**src/rtl/rtc_key_scheduler_if.sv**
```systemverilog
// Handshake/status bundle between the RTC key scheduler and its controller/key store.
interface rtc_key_scheduler_if #(
  parameter int KEY_IDX_W = 2
);
  logic                 start;
  logic                 stop;
  logic                 key_ack;
  logic                 scan_tick;
  logic                 sec_tick;
  logic                 key_req;
  logic [KEY_IDX_W-1:0] key_idx;
  logic                 running;
  logic                 missed;

  modport master (
    output start, stop, key_ack,
    input  scan_tick, sec_tick, key_req, key_idx, running, missed
  );

  modport slave (
    input  start, stop, key_ack,
    output scan_tick, sec_tick, key_req, key_idx, running, missed
  );
endinterface

```
**src/rtl/rtc_key_scheduler.sv**
```systemverilog
// Enable-strobe tick generator and key-rotation sequencer for the RTC lock datapath.
// All outputs are registered; scan/sec strobes replace divided clocks in the sys_clk domain.
module rtc_key_scheduler #(
  parameter int CLK_HZ           = 1000000,
  parameter int SCAN_HZ          = 500,
  parameter int KEYCHANGE_PERIOD = 5,
  parameter int NUM_KEYS         = 4,
  parameter int KEY_IDX_W        = 2
) (
  input logic                sys_clk,
  input logic                rst_n,
  rtc_key_scheduler_if.slave bus
);

  localparam int SCAN_DIV = CLK_HZ / SCAN_HZ;
  localparam int SCAN_W   = (SCAN_DIV > 1) ? $clog2(SCAN_DIV) : 1;
  localparam int SEC_W    = (CLK_HZ > 1) ? $clog2(CLK_HZ) : 1;
  localparam int PER_W    = (KEYCHANGE_PERIOD > 1) ? $clog2(KEYCHANGE_PERIOD) : 1;

  localparam logic [SCAN_W-1:0]    SCAN_MAX = SCAN_W'(SCAN_DIV - 1);
  localparam logic [SEC_W-1:0]     SEC_MAX  = SEC_W'(CLK_HZ - 1);
  localparam logic [PER_W-1:0]     PER_MAX  = PER_W'(KEYCHANGE_PERIOD - 1);
  localparam logic [KEY_IDX_W-1:0] KEY_MAX  = KEY_IDX_W'(NUM_KEYS - 1);

  typedef enum logic [1:0] {S_IDLE, S_RUN, S_REQ} state_t;

  state_t               state_q, state_d;
  logic [SCAN_W-1:0]    scan_cnt_q, scan_cnt_d;
  logic [SEC_W-1:0]     sec_cnt_q, sec_cnt_d;
  logic [PER_W-1:0]     per_cnt_q, per_cnt_d;
  logic                 scan_tick_q, scan_tick_d;
  logic                 sec_tick_q, sec_tick_d;
  logic                 key_req_q, key_req_d;
  logic [KEY_IDX_W-1:0] key_idx_q, key_idx_d;
  logic                 running_q, running_d;
  logic                 missed_q, missed_d;

  logic scan_wrap, sec_wrap, expiry;

  function automatic logic [KEY_IDX_W-1:0] next_idx(input logic [KEY_IDX_W-1:0] idx);
    next_idx = (idx == KEY_MAX) ? '0 : idx + 1'b1;
  endfunction

  assign scan_wrap = (scan_cnt_q == SCAN_MAX);
  assign sec_wrap  = (sec_cnt_q == SEC_MAX);
  // Expiry is the cycle in which the period counter wraps on a second boundary.
  assign expiry    = sec_wrap && (per_cnt_q == PER_MAX);

  always_comb begin
    state_d     = state_q;
    scan_cnt_d  = scan_cnt_q;
    sec_cnt_d   = sec_cnt_q;
    per_cnt_d   = per_cnt_q;
    scan_tick_d = 1'b0;
    sec_tick_d  = 1'b0;
    key_req_d   = key_req_q;
    key_idx_d   = key_idx_q;
    running_d   = running_q;
    missed_d    = missed_q;

    if (state_q == S_IDLE) begin
      scan_cnt_d = '0;
      sec_cnt_d  = '0;
      per_cnt_d  = '0;
      if (start_i() && !bus.stop) begin
        state_d   = S_RUN;
        running_d = 1'b1;
        missed_d  = 1'b0;
      end
    end else if (bus.stop) begin
      // key_idx and missed survive a stop; they only clear on the next start or reset.
      state_d    = S_IDLE;
      scan_cnt_d = '0;
      sec_cnt_d  = '0;
      per_cnt_d  = '0;
      key_req_d  = 1'b0;
      running_d  = 1'b0;
    end else begin
      scan_cnt_d  = scan_wrap ? '0 : scan_cnt_q + 1'b1;
      sec_cnt_d   = sec_wrap ? '0 : sec_cnt_q + 1'b1;
      if (sec_wrap) begin
        per_cnt_d = (per_cnt_q == PER_MAX) ? '0 : per_cnt_q + 1'b1;
      end
      scan_tick_d = scan_wrap;
      sec_tick_d  = sec_wrap;

      case (state_q)
        S_RUN: begin
          if (expiry) begin
            key_idx_d = next_idx(key_idx_q);
            key_req_d = 1'b1;
            state_d   = S_REQ;
          end
        end
        S_REQ: begin
          // An ack landing on an expiry is consumed and re-requests with no low gap.
          if (bus.key_ack) begin
            if (expiry) begin
              key_idx_d = next_idx(key_idx_q);
            end else begin
              key_req_d = 1'b0;
              state_d   = S_RUN;
            end
          end else if (expiry) begin
            missed_d = 1'b1;
          end
        end
        default: state_d = S_IDLE;
      endcase
    end
  end

  function automatic logic start_i();
    start_i = bus.start;
  endfunction

  always_ff @(posedge sys_clk or negedge rst_n) begin
    if (!rst_n) begin
      state_q     <= S_IDLE;
      scan_cnt_q  <= '0;
      sec_cnt_q   <= '0;
      per_cnt_q   <= '0;
      scan_tick_q <= 1'b0;
      sec_tick_q  <= 1'b0;
      key_req_q   <= 1'b0;
      key_idx_q   <= '0;
      running_q   <= 1'b0;
      missed_q    <= 1'b0;
    end else begin
      state_q     <= state_d;
      scan_cnt_q  <= scan_cnt_d;
      sec_cnt_q   <= sec_cnt_d;
      per_cnt_q   <= per_cnt_d;
      scan_tick_q <= scan_tick_d;
      sec_tick_q  <= sec_tick_d;
      key_req_q   <= key_req_d;
      key_idx_q   <= key_idx_d;
      running_q   <= running_d;
      missed_q    <= missed_d;
    end
  end

  assign bus.scan_tick = scan_tick_q;
  assign bus.sec_tick  = sec_tick_q;
  assign bus.key_req   = key_req_q;
  assign bus.key_idx   = key_idx_q;
  assign bus.running   = running_q;
  assign bus.missed    = missed_q;

endmodule

```
**src/flat_wrapper.sv**
```systemverilog
// flat-port wrapper written by rule: the top's interface ports become plain ports
module rtc_key_scheduler_flat 
#(
  parameter int CLK_HZ           = 1000000,
  parameter int SCAN_HZ          = 500,
  parameter int KEYCHANGE_PERIOD = 5,
  parameter int NUM_KEYS         = 4,
  parameter int KEY_IDX_W        = 2
)
  (sys_clk, rst_n, bus_start, bus_stop, bus_key_ack, bus_scan_tick, bus_sec_tick, bus_key_req, bus_key_idx, bus_running, bus_missed);
  rtc_key_scheduler_if #(.KEY_IDX_W(KEY_IDX_W)) bus_i ();
  input logic sys_clk;
  input logic rst_n;
  input wire logic [$bits(bus_i.start)-1:0] bus_start;
  input wire logic [$bits(bus_i.stop)-1:0] bus_stop;
  input wire logic [$bits(bus_i.key_ack)-1:0] bus_key_ack;
  output wire logic [$bits(bus_i.scan_tick)-1:0] bus_scan_tick;
  output wire logic [$bits(bus_i.sec_tick)-1:0] bus_sec_tick;
  output wire logic [$bits(bus_i.key_req)-1:0] bus_key_req;
  output wire logic [$bits(bus_i.key_idx)-1:0] bus_key_idx;
  output wire logic [$bits(bus_i.running)-1:0] bus_running;
  output wire logic [$bits(bus_i.missed)-1:0] bus_missed;
  assign bus_i.start = bus_start;
  assign bus_i.stop = bus_stop;
  assign bus_i.key_ack = bus_key_ack;
  assign bus_scan_tick = bus_i.scan_tick;
  assign bus_sec_tick = bus_i.sec_tick;
  assign bus_key_req = bus_i.key_req;
  assign bus_key_idx = bus_i.key_idx;
  assign bus_running = bus_i.running;
  assign bus_missed = bus_i.missed;
  rtc_key_scheduler #(.CLK_HZ(CLK_HZ), .SCAN_HZ(SCAN_HZ), .KEYCHANGE_PERIOD(KEYCHANGE_PERIOD), .NUM_KEYS(NUM_KEYS), .KEY_IDX_W(KEY_IDX_W)) u_core (.sys_clk(sys_clk), .rst_n(rst_n), .bus(bus_i));
endmodule
```
**config.mk**
```make
export PLATFORM = sky130hd
export DESIGN_NAME = rtc_key_scheduler_flat
export DESIGN_NICKNAME = d
export VERILOG_FILES = /design/src/rtl/rtc_key_scheduler_if.sv /design/src/rtl/rtc_key_scheduler.sv /design/src/flat_wrapper.sv
export SDC_FILE = /design/constraint.sdc
export NUM_CORES = 1
export LEC_CHECK = 0
export CORE_ASPECT_RATIO = 0.6
export CORE_MARGIN = 1.5
export CORE_UTILIZATION = 30
export DETAILED_ROUTE_END_ITERATION = 6
export MAX_ROUTING_LAYER = met4
export PLACE_DENSITY = 0.57
export SLEW_MARGIN = 10
export SYNTH_ARGS = -nofsm -noshare
export SYNTH_HDL_FRONTEND = slang
export SYNTH_SLANG_ARGS = --single-unit
```
**constraint.sdc**
```tcl
create_clock -name sys_clk -period 3.4 [get_ports sys_clk]
set_input_delay 0.68 -clock sys_clk [delete_from_list [all_inputs] [get_ports sys_clk]]
set_output_delay 0.68 -clock sys_clk [all_outputs]
set_load 0.02 [all_outputs]
```
==> results of run 1 <==
-- worst paths after layout --
path,start,endpoint,slack (ns)
setup / recovery,bus_stop,u_core.bus.key_idx[1]$_DFFE_PN0P_,1.05
hold / removal,u_core.scan_cnt_q[0]$_DFF_PN0_,u_core.scan_cnt_q[0]$_DFF_PN0_,0.49
setup reg to reg,u_core.sec_cnt_q[0]$_DFF_PN0_,u_core.sec_cnt_q[18]$_DFF_PN0_,1.11
hold reg to reg,u_core.scan_cnt_q[0]$_DFF_PN0_,u_core.scan_cnt_q[0]$_DFF_PN0_,0.49
max in group asynchronous,rst_n,u_core.bus.scan_tick$_DFF_PN0_,2.26
min in group asynchronous,rst_n,u_core.bus.key_idx[1]$_DFFE_PN0P_,0.54
-- cells in the mapped netlist, types with 2 or more instances --
cell type  number
nor4b_2         2
o21ai_0         4
nand4_1         6
and3_1          9
dfrtp_1        43
nor2_1         39
buf_6           2
ha_1           10
and4_1          3
nor3b_1         3
xnor2_1        14
nor3_1          2
xor2_1         13
nand2_1        14
a21oi_1         7
inv_1           7
nand3b_1        3
mux2i_1         2
mux2_4          2
nand3_1        10
-- routing by layer --
metal / track usage, % / up-vias
met1: 18.1 / 722
met3: 3.41 / 2
li1: - / 741
met5: - / -
met4: 2.08 / 0
met2: 15.5 / 19
-- state kept, by name, summed over array words and instances (netlist names) --
name and count:
u_core.per_cnt_q 3, u_core.bus.sec_tick 1, u_core.state_q 2, u_core.bus.key_idx 2, u_core.bus.scan_tick 1, u_core.bus.key_req 1, u_core.sec_cnt_q 20, u_core.scan_cnt_q 11
u_core.bus.missed 1, u_core.bus.running 1
-- power groups by stage --
stage	logic, uW	registers (uW)	clock network [uW]
finish	232	574	617
global route	260	581	655
CTS	237	573	627
detailed placement	230	581	0
global placement	233	579	0
floorplan	165	581	0
-- critical path: stages --
cell and delay [ns]:
clkdlybuf4s50_1 0.53, or2_1 0.41, nor2_1 0.31, and4_4 0.29
mux2_4 0.30
-- layout make-up --
class | count | area [um2]
Clock buffer | 6 | 129
Clock inverter | 2 | 60.1
Fill cell | 677 | 4300
Inverter | 7 | 26.3
Multi-Input combinational cell | 157 | 1070
Sequential cell | 43 | 1080
Tap cell | 87 | 109
Timing Repair Buffer | 11 | 105
-- stage by stage --
stage / cell area (um2) / setup WS, ns / hold WS (ns)
after detailed placement: 2380 / 0.772 / 0.444
after floorplan: 2200 / 1.38 / 0.384
after CTS: 2570 / 1.05 / 0.489
final: 2570 / 1.05 / 0.487
after global placement: 2380 / 0.827 / 0.445
after global routing: 2570 / 0.861 / 0.528
-- logic make-up after synthesis --
family	synth area share [%]
adders and majority gates	5.68
DFF	48.8
and+or+nand+nor	25.1
xor gates and xnor gates	10.7
muxes	2.27
buffers and inverters	2.72
AOI/OAI and AO/OA	4.65
==> results.ini, run 1 <==
[sta]
period_share_pct = 69.1
skew_ns = 0.00533
fmax_ghz = 0.426
relSlewSlack_pct = 36.8
finalSetupViolCount = 0
grt_setup_unrepaired = false
worstMarginPinSlew_ns = 0.948
slew_viol_final = 0
fin_crit_ns = 2.35
tns_ns = 0
finalHoldViolCount = 0

[die]
die_h_um = 69.4
io_pins = 12
dieWidth_um = 114
die_area_um2 = 7890
coreArea_um2 = 6880
initial_core_util_pct = 32.1
rows = 23

[synth]
yosysWarningCount = 0
yosys-top-cells-area = dfrtp_1 49%, nor2_1 6.6%, ha_1 5.7%
syn_area_um2 = 2200
ys_ff_latch = 43
synth-seq-area-share_pct = 48.8
synth.largest_area_cell = dfrtp_1
synth_ff_type = dfrtp_1
synthCells = 211
syn_avg_cell_area_um2 = 10.4
synth_edf_count = 0
async_flop_share_pct = 100
synthDistinctLibCells = 36
synth_top_area_share_pct = 48.8
synthesis.nets = 226

[min_path]
min_path_type = reg2reg
min_path_cells = 1

[setup_path]
cp-start-kind = input port
required_ns = 3.57
path_class = in2reg
endpoint_kind = flop
path_max_fanout = 9
cp_data_arrival_time_ns = 2.52
r2r_cells = 6

[routing]
routed_via_density = 4.74
vias = 1484
drtIter0Drc = 72
ant_nets = 0
routed_wl_mm = 4.08
dr_wl_met2_mm = 1.55
wl_met1_mm = 2.38
met3_length_um = 146
wire_per_inst_um = 13.0
drt-pass1-iter-count = 4
drc = 0
highest_layer = met4

[pwr]
power_density_nw_per_um2 = 553
p_sw_uw = 371
sequentialPowerShare_pct = 40.3
p_clk_share_pct = 43.4
power_frac_comb_pct = 16.3
total_power_uw = 1420
p_sw_share_pct = 26.1
p_int_uw = 1050
leakage_uw = 0.00110
ir_worst_vdd_uv = 269

[clock_tree]
clk_pin_slew_ns = 0.06
cts_setup_buffers = 0
htree_levels = 2
worstSkewPairLatency_ns = 0.28
cts_buffer_depth = 2
clkSinkCount = 43
holdBufCountCts = 0
cts_tree = built
root_buffer = clkbuf_16
numCtsBuffers = 5
post_cts_resized = 0

[place]
dp.cells = 305
hpwl_mm = 2.80
gp_congestion = 0.796
port_buffers = 11

[run_status]
outcome = completed

[global_route]
grt-ovfl-total = 0
grt_antenna_before_repair = 0
grt_pass1_vias = 1453
grt_usage_pct = 11.9
grt_max_degree = 44
grt_pass1_wl_mm = 7.13

[cells_and_area]
drive_gt1_share_pct = 7.96
fin_nets = 240
final_util_pct = 37.4
layout_common_cells = 43 x dfrtp_1, 39 x nor2_1, 14 x nand2_1, 14 x xnor2_1, 13 x xor2_1
n_antenna_cell = 0
final_cell_count_no_fill = 313
layout_commonest_cell = dfrtp_1
syn2layout_area_growth_pct = 16.7

[run]
cap_viol_max_count = 0

Note: power is estimated with default switching activity, not from simulation.
==> run 2: changes to the inputs <==
==> constraint.sdc (replaced) <==
create_clock -name sys_clk -period 2.5 [get_ports sys_clk]
set_input_delay 0.5 -clock sys_clk [delete_from_list [all_inputs] [get_ports sys_clk]]
set_output_delay 0.5 -clock sys_clk [all_outputs]
set_load 0.02 [all_outputs]
==> results.ini, run 2 (synthesized netlist as in run 1, its figures left out) <==
[pwr]
power_density_nw_per_um2 = 686
ir_worst_vdd_uv = 284
leakage_uw = 0.00111

[clock_tree]
clk_pin_slew_ns = 0.06
cts_setup_buffers = 0
post_cts_resized = 0
root_buffer = clkbuf_16
htree_levels = 2
cts_buffer_depth = 2
numCtsBuffers = 5
clkSinkCount = 43
worstSkewPairLatency_ns = 0.28
cts_tree = built
holdBufCountCts = 0

[die]
coreArea_um2 = 6880
die_h_um = 69.4
io_pins = 12
initial_core_util_pct = 32.1
dieWidth_um = 114
rows = 23
die_area_um2 = 7890

[setup_path]
rr_startpoint = u_core.sec_cnt_q[0]$_DFF_PN0_
startpoint = u_core.sec_cnt_q[0]$_DFF_PN0_
endpoint = u_core.bus.key_idx[0]$_DFFE_PN0P_
slowest_delay_ns = 0.38
required_ns = 2.67
path_class = reg2reg
endpoint_kind = flop
r2r-end = u_core.bus.key_idx[0]$_DFFE_PN0P_
cp_cell_sequence = ha_1 -> nand3_4 -> nor4_4 -> and3_1 -> and4_4 -> mux2_4
rrSetupSlack_ns = 0.34
path_max_fanout = 6
critical_path_depth = 6
cp_data_arrival_time_ns = 2.32
path_buf_inv = 0
r2r_cells = 6
crit_family = simple AND/OR/NAND/NOR gates
cp_slowest_cell = dfrtp_1
cp-start-kind = flop

[global_route]
grt_max_degree = 23
grt_pass1_wl_mm = 7.07
grt-ovfl-total = 0
grt_pass1_vias = 1406
grt_antenna_before_repair = 0
grt_usage_pct = 11.9

[routing]
drt-pass1-iter-count = 4
vias = 1486
drtIter0Drc = 54
ant_nets = 0
wire_per_inst_um = 13.2
routed_wl_mm = 4.18
drc = 0
routed_via_density = 4.69

[sta]
layout_setup_ws_ns = 0.344
finalSetupViolCount = 0
slew_viol_final = 0
skew_ns = 0.00320
fmax_ghz = 0.464
whs_ns = 0.191
grt_setup_unrepaired = false
period_share_pct = 86.3
finalHoldViolCount = 0
tns_ns = 0
relSlewSlack_pct = 65.0
fin_crit_ns = 2.16
worstMarginPinSlew_ns = 0.525

[cells_and_area]
top_register = u_core.sec_cnt_q
finish.instance_area_um2 = 2580
syn2layout_area_growth_pct = 17.0
layout_common_cells = 43 x dfrtp_1, 39 x nor2_1, 14 x nand2_1, 14 x xnor2_1, 13 x xor2_1
n_antenna_cell = 0
top_regs = u_core.sec_cnt_q: 20 flops, u_core.scan_cnt_q: 11 flops, u_core.per_cnt_q: 3 flops
fin_nets = 245
final_util_pct = 37.5
fillers = 669
drive_gt1_share_pct = 10.0
layout_commonest_cell = dfrtp_1
largest_reg_flops = 20

[run]
cap_viol_max_count = 0

[place]
place_ws_ns = 0.199
place_area_um2 = 2430
gp_congestion = 0.760
hpwl_mm = 3.08
port_buffers = 11

[run_status]
outcome = completed

[min_path]
min_path_type = in2async

-- run 2: changes by cell type in the layout (fill, tap and decap cells not counted) --
cell,before,now
bufinv_16,2,0
clkbuf_8,0,1
clkinv_2,0,1
buf_4,0,4
clkbuf_1,1,0
buf_12,0,1
-- run 2: worst min path at each step --
stage                                               from                                end  slack [ns]  cells after the start
after global routing                               rst_n     u_core.sec_cnt_q[13]$_DFF_PN0_        0.24                      1
after global placement    u_core.scan_cnt_q[0]$_DFF_PN0_     u_core.scan_cnt_q[0]$_DFF_PN0_        0.45                      1
after floorplan                                    rst_n  u_core.bus.key_idx[0]$_DFFE_PN0P_        0.20                      0
after CTS                                          rst_n     u_core.sec_cnt_q[13]$_DFF_PN0_        0.21                      1
final                                              rst_n     u_core.sec_cnt_q[13]$_DFF_PN0_        0.19                      1
after detailed placement  u_core.scan_cnt_q[0]$_DFF_PN0_     u_core.scan_cnt_q[0]$_DFF_PN0_        0.44                      1
-- run 2: stage by stage --
stage | cells | total power, uW
after floorplan | 211 | 1010
after global placement | 310 | 1130
after detailed placement | 310 | 1140
after CTS | 317 | 1800
after global routing | 317 | 1880
final | 317 | 1770
-- run 2: area by class of cell --
class | count | area (um2) | share of cell area, %
Timing Repair Buffer | 16 | 155 | 6.02
Clock inverter | 1 | 5.00 | 0.194
Inverter | 7 | 26.3 | 1.02
Sequential cell | 43 | 1080 | 41.7
Tap cell | 87 | 109 | 4.22
Clock buffer | 6 | 139 | 5.39
Multi-Input combinational cell | 157 | 1070 | 41.4
-- run 2: routing by layer --
metal  vias to the layer above  wire length, um  track usage [%]
li1                        751                -                -
met1                       720             2560             18.5
met2                        10             1470             14.1
met3                         5              121             3.67
met4                         0               38             3.75
met5                         -                0                -
-- run 2: power breakdown --
part	total (uW)	internal, uW	leakage, uW	switching [uW]
combinational	345	139	0.000446	207
sequential	778	740	0.000594	37.7
clock	647	390	0.0000727	257
total	1770	1270	0.00111	502
-- run 2: worst reg2reg max path, stage by stage, from the launching register on --
cell	delay, ns
dfrtp_1	0.38
ha_1	0.24
nand3_4	0.14
nor4_4	0.37
and3_1	0.34
and4_4	0.28
mux2_4	0.30
